<file path="src/rtl/cam_cfg_sequencer.sv">
// cam_cfg_sequencer: walks a {reg,val} config ROM and issues SCCB writes.
// Optional readback check of every write: define READBACK_VERIFY_EN.
module cam_cfg_sequencer #(
  parameter int unsigned TBL_LEN      = 64,
  parameter int unsigned TICKS_PER_MS = 1000,
  parameter int unsigned MAX_RETRY    = 3
) (
  input  logic        clk,
  input  logic        reset_n,
  input  logic        start,
  output logic [7:0]  tbl_addr,
  input  logic [15:0] tbl_data,
  output logic        wr_req,
  output logic [7:0]  wr_reg,
  output logic [7:0]  wr_val,
  input  logic        wr_ack,
  input  logic        wr_nack,
`ifdef READBACK_VERIFY_EN
  output logic        rd_req,
  output logic [7:0]  rd_reg,
  input  logic [7:0]  rd_data,
  input  logic        rd_ack,
`endif
  output logic        busy,
  output logic        done,
  output logic        error,
  output logic [7:0]  err_index
);

  localparam logic [7:0]  LAST_IDX  = 8'(TBL_LEN - 1);
  localparam logic [15:0] LAST_TICK = 16'(TICKS_PER_MS - 1);
  localparam logic [3:0]  RETRY_MAX = 4'(MAX_RETRY);

  typedef enum logic [3:0] {
    S_IDLE,
    S_FETCH,
    S_DECODE,
    S_ISSUE,
    S_WAIT_ACK,
    S_VERIFY,
    S_DELAY,
    S_NEXT,
    S_DONE,
    S_ERROR
  } state_t;

  state_t      state_q;
  logic [7:0]  idx_q;
  logic [7:0]  reg_q;
  logic [7:0]  val_q;
  logic        wr_req_q;
  logic        busy_q;
  logic        done_q;
  logic        error_q;
  logic [7:0]  err_idx_q;
  logic [3:0]  retry_q;
  logic [15:0] tick_q;
  logic [7:0]  ms_q;
`ifdef READBACK_VERIFY_EN
  logic        rd_req_q;
`endif

  logic is_end;
  logic is_delay;
  logic zero_delay;
  logic can_retry;
  logic tick_wrap;
  logic last_ms;
  logic last_idx;

  // Classify the ROM word and the counter terminal conditions.
  always_comb begin
    is_end     = (tbl_data == 16'hFFFF);
    is_delay   = (tbl_data[15:8] == 8'hFF) && !is_end;
    zero_delay = (tbl_data[7:0] == 8'h00);
    can_retry  = (retry_q < RETRY_MAX);
    tick_wrap  = (tick_q == LAST_TICK);
    last_ms    = (ms_q == 8'd1);
    last_idx   = (idx_q == LAST_IDX);
  end

  // Sequencer FSM; every output is a register so wr_req is glitch free.
  always_ff @(posedge clk or negedge reset_n) begin
    if (!reset_n) begin
      state_q   <= S_IDLE;
      idx_q     <= 8'd0;
      reg_q     <= 8'd0;
      val_q     <= 8'd0;
      wr_req_q  <= 1'b0;
      busy_q    <= 1'b0;
      done_q    <= 1'b0;
      error_q   <= 1'b0;
      err_idx_q <= 8'd0;
      retry_q   <= 4'd0;
      tick_q    <= 16'd0;
      ms_q      <= 8'd0;
`ifdef READBACK_VERIFY_EN
      rd_req_q  <= 1'b0;
`endif
    end else begin
      unique case (state_q)
        S_IDLE, S_DONE, S_ERROR: begin
          if (start) begin
            state_q   <= S_FETCH;
            idx_q     <= 8'd0;
            retry_q   <= 4'd0;
            busy_q    <= 1'b1;
            done_q    <= 1'b0;
            error_q   <= 1'b0;
            err_idx_q <= 8'd0;
          end
        end
        S_FETCH: begin
          state_q <= S_DECODE;
        end
        S_DECODE: begin
          if (is_end) begin
            state_q <= S_DONE;
            busy_q  <= 1'b0;
            done_q  <= 1'b1;
          end else if (is_delay) begin
            if (zero_delay) begin
              state_q <= S_NEXT;
            end else begin
              ms_q    <= tbl_data[7:0];
              tick_q  <= 16'd0;
              state_q <= S_DELAY;
            end
          end else begin
            reg_q   <= tbl_data[15:8];
            val_q   <= tbl_data[7:0];
            state_q <= S_ISSUE;
          end
        end
        S_ISSUE: begin
          wr_req_q <= 1'b1;
          state_q  <= S_WAIT_ACK;
        end
        S_WAIT_ACK: begin
          if (wr_nack) begin
            wr_req_q <= 1'b0;
            if (can_retry) begin
              retry_q <= retry_q + 4'd1;
              state_q <= S_ISSUE;
            end else begin
              state_q   <= S_ERROR;
              busy_q    <= 1'b0;
              error_q   <= 1'b1;
              err_idx_q <= idx_q;
            end
          end else if (wr_ack) begin
            wr_req_q <= 1'b0;
`ifdef READBACK_VERIFY_EN
            rd_req_q <= 1'b1;
            state_q  <= S_VERIFY;
`else
            retry_q  <= 4'd0;
            state_q  <= S_NEXT;
`endif
          end
        end
        S_VERIFY: begin
`ifdef READBACK_VERIFY_EN
          if (rd_ack) begin
            rd_req_q <= 1'b0;
            if (rd_data == val_q) begin
              retry_q <= 4'd0;
              state_q <= S_NEXT;
            end else if (can_retry) begin
              retry_q <= retry_q + 4'd1;
              state_q <= S_ISSUE;
            end else begin
              state_q   <= S_ERROR;
              busy_q    <= 1'b0;
              error_q   <= 1'b1;
              err_idx_q <= idx_q;
            end
          end
`else
          state_q <= S_IDLE;
`endif
        end
        S_DELAY: begin
          if (tick_wrap) begin
            tick_q <= 16'd0;
            if (last_ms) begin
              state_q <= S_NEXT;
            end else begin
              ms_q <= ms_q - 8'd1;
            end
          end else begin
            tick_q <= tick_q + 16'd1;
          end
        end
        S_NEXT: begin
          if (last_idx) begin
            state_q <= S_DONE;
            busy_q  <= 1'b0;
            done_q  <= 1'b1;
          end else begin
            idx_q   <= idx_q + 8'd1;
            state_q <= S_FETCH;
          end
        end
        default: begin
          state_q <= S_IDLE;
        end
      endcase
    end
  end

  assign tbl_addr  = idx_q;
  assign wr_req    = wr_req_q;
  assign wr_reg    = reg_q;
  assign wr_val    = val_q;
  assign busy      = busy_q;
  assign done      = done_q;
  assign error     = error_q;
  assign err_index = err_idx_q;
`ifdef READBACK_VERIFY_EN
  assign rd_req    = rd_req_q;
  assign rd_reg    = reg_q;
`endif

endmodule

</file>
<file path="config.mk">
export PLATFORM = sky130hd
export DESIGN_NAME = cam_cfg_sequencer
export DESIGN_NICKNAME = d
export VERILOG_FILES = /design/src/rtl/cam_cfg_sequencer.sv
export SDC_FILE = /design/constraint.sdc
export NUM_CORES = 1
export LEC_CHECK = 0
export ABC_AREA = 1
export CORE_AREA = 5 5 130 132
export DETAILED_ROUTE_END_ITERATION = 10
export DIE_AREA = 0 0 135 137
export GPL_ROUTABILITY_DRIVEN = 0
export MAX_ROUTING_LAYER = met4
export PLACE_DENSITY = 0.54
export SYNTH_ARGS = -nofsm -noshare
export SYNTH_HDL_FRONTEND = slang
export SYNTH_SLANG_ARGS = --single-unit
</file>
<file path="constraint.sdc">
create_clock -name clk -period 1.5 [get_ports clk]
set_input_delay 0.15 -clock clk [delete_from_list [all_inputs] [get_ports clk]]
set_output_delay 0.15 -clock clk [all_outputs]
set_load 0.01 [all_outputs]
</file>
# Yosys cells after proc, flatten, opt, wreduce, memory -nomap -nowiden
# Index checks and enable logic that the tools add are counted.
# op_classes
addsub	4
magnitude_cmp	1
n_eq_ne	27
muxes	49
n_bitwise	2
n_reduce_logical	21
# ops
cell	count
$mux 8	9
$mux 16	4
$mux 4	13
$pmux 8 s2	3
$pmux 16 s2	1
$pmux 4 s7	1
$ne 2x2->1 const B	12
$reduce_and 4->1	5
$add 16x1->16 const B	1
$eq 16x10->1 const B	1
$eq 16x16->1 const B	1
$mux 1	13
$eq 4x3->1 const B	3
$reduce_and 6->1	2
$add 8x1->8 const B	1
$eq 4x2->1 const B	2
$eq 4x4->1 const B	2
$eq 8x1->1 const B	1
$eq 8x6->1 const B	1
$eq 8x8->1 const B	1
$logic_not 8->1	1
$pmux 4 s2	1
$reduce_bool 2->1	4
$sub 8x1->8 const B	1
other kinds (16)	20
# totals
regBits	68
input_bits	21
out_inout_bits	36
word_cells	116

# Logic depth before layout (Yosys ltp)
# logic_depth
ltp_word	6
ltp_mapped	11
depth_no_buf	11

# Worst setup path after synthesis
# No wires, ideal clock.
# synth_timing
path_kind	reg2reg
startpoint	register tick_q[0]
endpoint	register ms_q[0]
setup_time_ns	0.066
t_arrival_ns	1.461
required_time_ns	1.434
setup_slack_ns	-0.026
path_stages_with_launch	10
path_buffers	0
period_less_slack_ns	1.526
cell_sequence	dfrtp_1 ha_1 nand3_1 nor2_1 nand2_2 nand2_1 nand2_4 nor2_4 nand3_1 nand2_1
# synth_between
elab_chain_cells	3
# synth_lines
item	line_no	rtl
from (decl)	57	logic [15:0] tick_q;
from (signal assigned)	192	tick_q <= tick_q + 16'd1;
$eq 16x10->1	77	tick_wrap = (tick_q == LAST_TICK);
$ne 2x2->1 (no line)	-	
$reduce_and 6->1 (no line)	-	
to (signal assigned)	125	ms_q <= tbl_data[7:0];
to (signal assigned)	189	ms_q <= ms_q - 8'd1;
to (decl)	58	logic [7:0] ms_q;
# Every way passes these cells.
# A chain may end at the register's enable or synchronous reset.

# Worst setup path after layout
# layout_timing
startpoint	register tick_q[1]
endpoint	register ms_q[6]
# The elaborated chain is that of the path after synthesis.

==> summary.md <==
| Metric | Value |
|---|---|
| Result of the run | complete, but fails checks |
| Failing checks | setup timing |
| Worst-case reg-to-reg path depth | 9 |
| Most frequent cell on the critical path | sky130_fd_sc_hd__nand3_2 |
| Power density over the cells | 1550 nW/µm² |
| Area Growth Syn to Fin | 53.8% |
| Path class of the lowest-slack min-delay path | input pin to asynchronous set/reset pin |
| Final instance area | 5860 µm² |
| Die Wd | 135 µm |
| Critical path endpoint category | flop |
| Maximum ir drop on the vdd rail | 0.808 mV |
| Fraction of final layout cells sized beyond drive strength 1 | 0.305 |
| Pin count of the biggest net entering global routing | 32 |
| ANT nets after route | 0 |
| Tightest hold margin | 275 ps |
| Number of DRC violations after detailed-routing iteration 0 | 171 |
| I/O pin count | 57 |
| Clock sinks | 68 |
| Slowest Stage Delay on Critical Path | 390 ps |
| Headroom to the max-slew limit | 0.730 |
| Core footprint | 15600 µm² |
| Cts bufs inserted | 9 |
| Count of nets after finishing | 654 |
| Clock Tree Root | sky130_fd_sc_hd__clkbuf_16 |
| TritonCTS clock tree | yes |
| Synthesized Nets | 507 |
| Register with the most flip-flops | tick_q |
| Syn Area/Cell | 7.93 µm² |
| Yosys top cell area share | 0.446 |
| Leftover overflow at the end of global routing | 0 |
| Max Transition Viols Final | 0 |
| Clock latency reported for the late side of the worst-skew pair | 330 ps |
| Total power of the final layout | 9.11 mW |
| Global-route wire length before repair | 18000 µm |
| Type of the worst setup path | flop to flop |
| CP startpoint kind | flop |
| Routed vias/inst | 4.38 |
| Leading post-synthesis cells by cell area | sky130_fd_sc_hd__dfrtp_1 (45%), sky130_fd_sc_hd__nand2_1 (12%), sky130_fd_sc_hd__o21ai_0 (6.3%) |
| Reported leakage power | 2.74 nW |
| Worst clock skew on the final layout | 8.55 ps |
| Placed Cells | 816 |
| Asr flop ratio synth | 1.00 |
| Setup repair after global routing missed its margin | true |
| GRT Overall Usage | 0.122 |
| Number of global-route vias before repair | 3814 |
| Count leader, synth | sky130_fd_sc_hd__nand2_1 |
| Netlist area before placement | 3810 µm² |
| R2R Path Start | tick_q[1]$_DFFE_PN0P_ |
| Cell type with the highest aggregate area in the netlist | sky130_fd_sc_hd__dfrtp_1 |
| R2R Path End | ms_q[6]$_DFFE_PN0P_ |
| Min Tclk post-route | 1500 ps |
| CP Data Required Time | 1770 ps |
| Number of port buffers | 56 |
| Leading post-synthesis cells by instance count | sky130_fd_sc_hd__nand2_1 (124), sky130_fd_sc_hd__dfrtp_1 (68), sky130_fd_sc_hd__nor2_1 (50) |
| Sequential element share of the synthesized area | 0.446 |
| Longest Clk Path Bufs | 2 |
| Number of flops mapped to enable cells by yosys | 0 |
| Data arrival at the endpoint of the critical path | 1770 ps |
| Routed wire length | 10800 µm |
| Area post-placement | 5150 µm² |
| Most used flip-flop cell after synthesis | sky130_fd_sc_hd__dfrtp_1 |
| Final setup slack of the worst path | -2.22 ps |
| R2R setup slack | -2 ps |
| Synthesized flop and latch total | 68 |
| Wire length per cell after detailed routing | 12.7 µm |
| Post-synthesis cell count | 481 |
| Clock-pin slew on the worst setup and hold paths | 60 ps |
| Max-capacitance violation count | 0 |
| Fin crit share | 1.00 |
| Count of endpoints failing hold in the final timing report | 0 |
| Max FFs per register | 16 |
| Final count of negative-setup-slack endpoints | 1 |
| Cell Chain, Critical Path | ha_4 -> nand3_2 -> nor2_2 -> nand2_2 -> nand2_4 -> nand2_8 -> nor2_4 -> nand3_2 -> nand2_1 |
| CTS H-tree depth | 3 |
| Count of different cell masters after synthesis | 35 |
| Slowest cell on crit path | sky130_fd_sc_hd__dfrtp_1 |
| Number of remaining DRC errors | 0 |
| Initial DRT Pass Iterations | 4 |
| Total number of vias | 3716 |
| Warnings from Yosys | 0 |
| Antenna cell count | 0 |
| Fin cells | 849 |
| Floorplan die area | 18500 µm² |
| Floorplan die height | 137 µm |
| Cell row count | 46 |
| Achievable Freq | 0.666 GHz |
| Highest fanout seen on the critical path | 8 |
| Slew @ Worst Pin | 404 ps |
| Antenna violations before repair | 0 |
| Fillers | 1607 |
| Half-perimeter wire length after placement | 7690 µm |
| Initial core utilization | 0.244 |
-- per-stage QoR --
stage / setup WS, ps / utilization / TNS, ps
after global routing: -100 / 0.376 / -1480
after CTS: -26.7 / 0.358 / -125
after global placement: -262 / 0.330 / -9200
final: -2.22 / 0.376 / -2.22
after detailed placement: -241 / 0.330 / -9430
after floorplan: 21.6 / - / 0
-- worst max-delay path: cells and delay by family, from the launching register on --
| family | cells | cell delay [ps] |
|---|---|---|
| adders and majority gates | 1 | 170 |
| DFF | 1 | 390 |
| and+or+nand+nor | 8 | 870 |
-- cell families after synthesis --
family,Yosys count,share of synthesized area
xor+xnor,8,0.0184
mux,8,0.0276
compound gates,77,0.118
fa+ha+maj,5,0.0164
simple gates,257,0.311
buf+inv,58,0.0617
flops,68,0.446
-- worst max-delay path by stage --
stage,start,endpoint,slack (ps),cells after the start
detailed placement,tbl_data[7],ms_q[5]$_DFFE_PN0P_,-240,8
finish,tick_q[1]$_DFFE_PN0P_,ms_q[6]$_DFFE_PN0P_,-2,9
floorplan,tick_q[0]$_DFFE_PN0P_,tick_q[8]$_DFFE_PN0P_,20,9
CTS,tick_q[1]$_DFFE_PN0P_,ms_q[6]$_DFFE_PN0P_,-30,9
global route,tbl_addr[0]$_DFFE_PN0P_,tbl_addr[7]$_DFFE_PN0P_,-100,9
global placement,tbl_data[7],ms_q[0]$_DFFE_PN0P_,-260,8
-- per-layer routing --
metal | track usage | part of all wire | vias to the layer above | wire length (µm)
li1 | - | - | 1878 | -
met1 | 0.163 | 0.47 | 1731 | 5050
met2 | 0.188 | 0.47 | 92 | 5050
met3 | 0.0261 | 0.049 | 15 | 525
met4 | 0.0375 | 0.012 | 0 | 127
met5 | - | 0 | - | 0
-- repair_timing --
item                                   in CTS  in global routing
hold buffers                                1                  0
gates resized for setup                    25                 73
cloned                                      0                  2
buffers inserted                            4                 10
setup endpoints to repair                  21                 59
pin swaps                                  16                 16
endpoints found under the hold margin      12                  0
-- report_power, final --
part | total, mW | internal [mW] | switching, mW | leakage [nW]
clock network | 2.14 | 1.33 | 0.814 | 0.144
logic | 4.33 | 2.02 | 2.31 | 1.71
registers | 2.64 | 2.31 | 0.329 | 0.891
-- cell type report --
| cell class | count | area [µm²] | share of cell area |
|---|---|---|---|
| clock buffer | 10 | 239 | 0.0408 |
| clock inverter | 6 | 63.8 | 0.0109 |
| inverter | 52 | 213 | 0.0363 |
| multi-input combinational | 355 | 2100 | 0.358 |
| sequential | 68 | 1700 | 0.291 |
| tap | 216 | 270 | 0.0461 |
| timing repair buffer | 141 | 1260 | 0.216 |
| timing repair inverter | 1 | 7.51 | 0.00128 |
-- cells in the final DEF (no fill, tap or decap), types with 10 or more instances in the layout --
cell                              synthesis  routed
sky130_fd_sc_hd__buf_4                    1      77
sky130_fd_sc_hd__clkbuf_16                0      10
sky130_fd_sc_hd__clkdlybuf4s50_1          0      48
sky130_fd_sc_hd__dfrtp_1                 68      66
sky130_fd_sc_hd__inv_1                   44      39
sky130_fd_sc_hd__nand2_1                124     113
sky130_fd_sc_hd__nand2_2                  3      10
sky130_fd_sc_hd__nand3_1                 45      36
sky130_fd_sc_hd__nand4_1                 12      12
sky130_fd_sc_hd__nor2_1                  50      40
sky130_fd_sc_hd__o21ai_0                 48      26
sky130_fd_sc_hd__o21ai_1                  6      22
sky130_fd_sc_hd__o21bai_1                11      11
(Power assumes the default switching activity.)
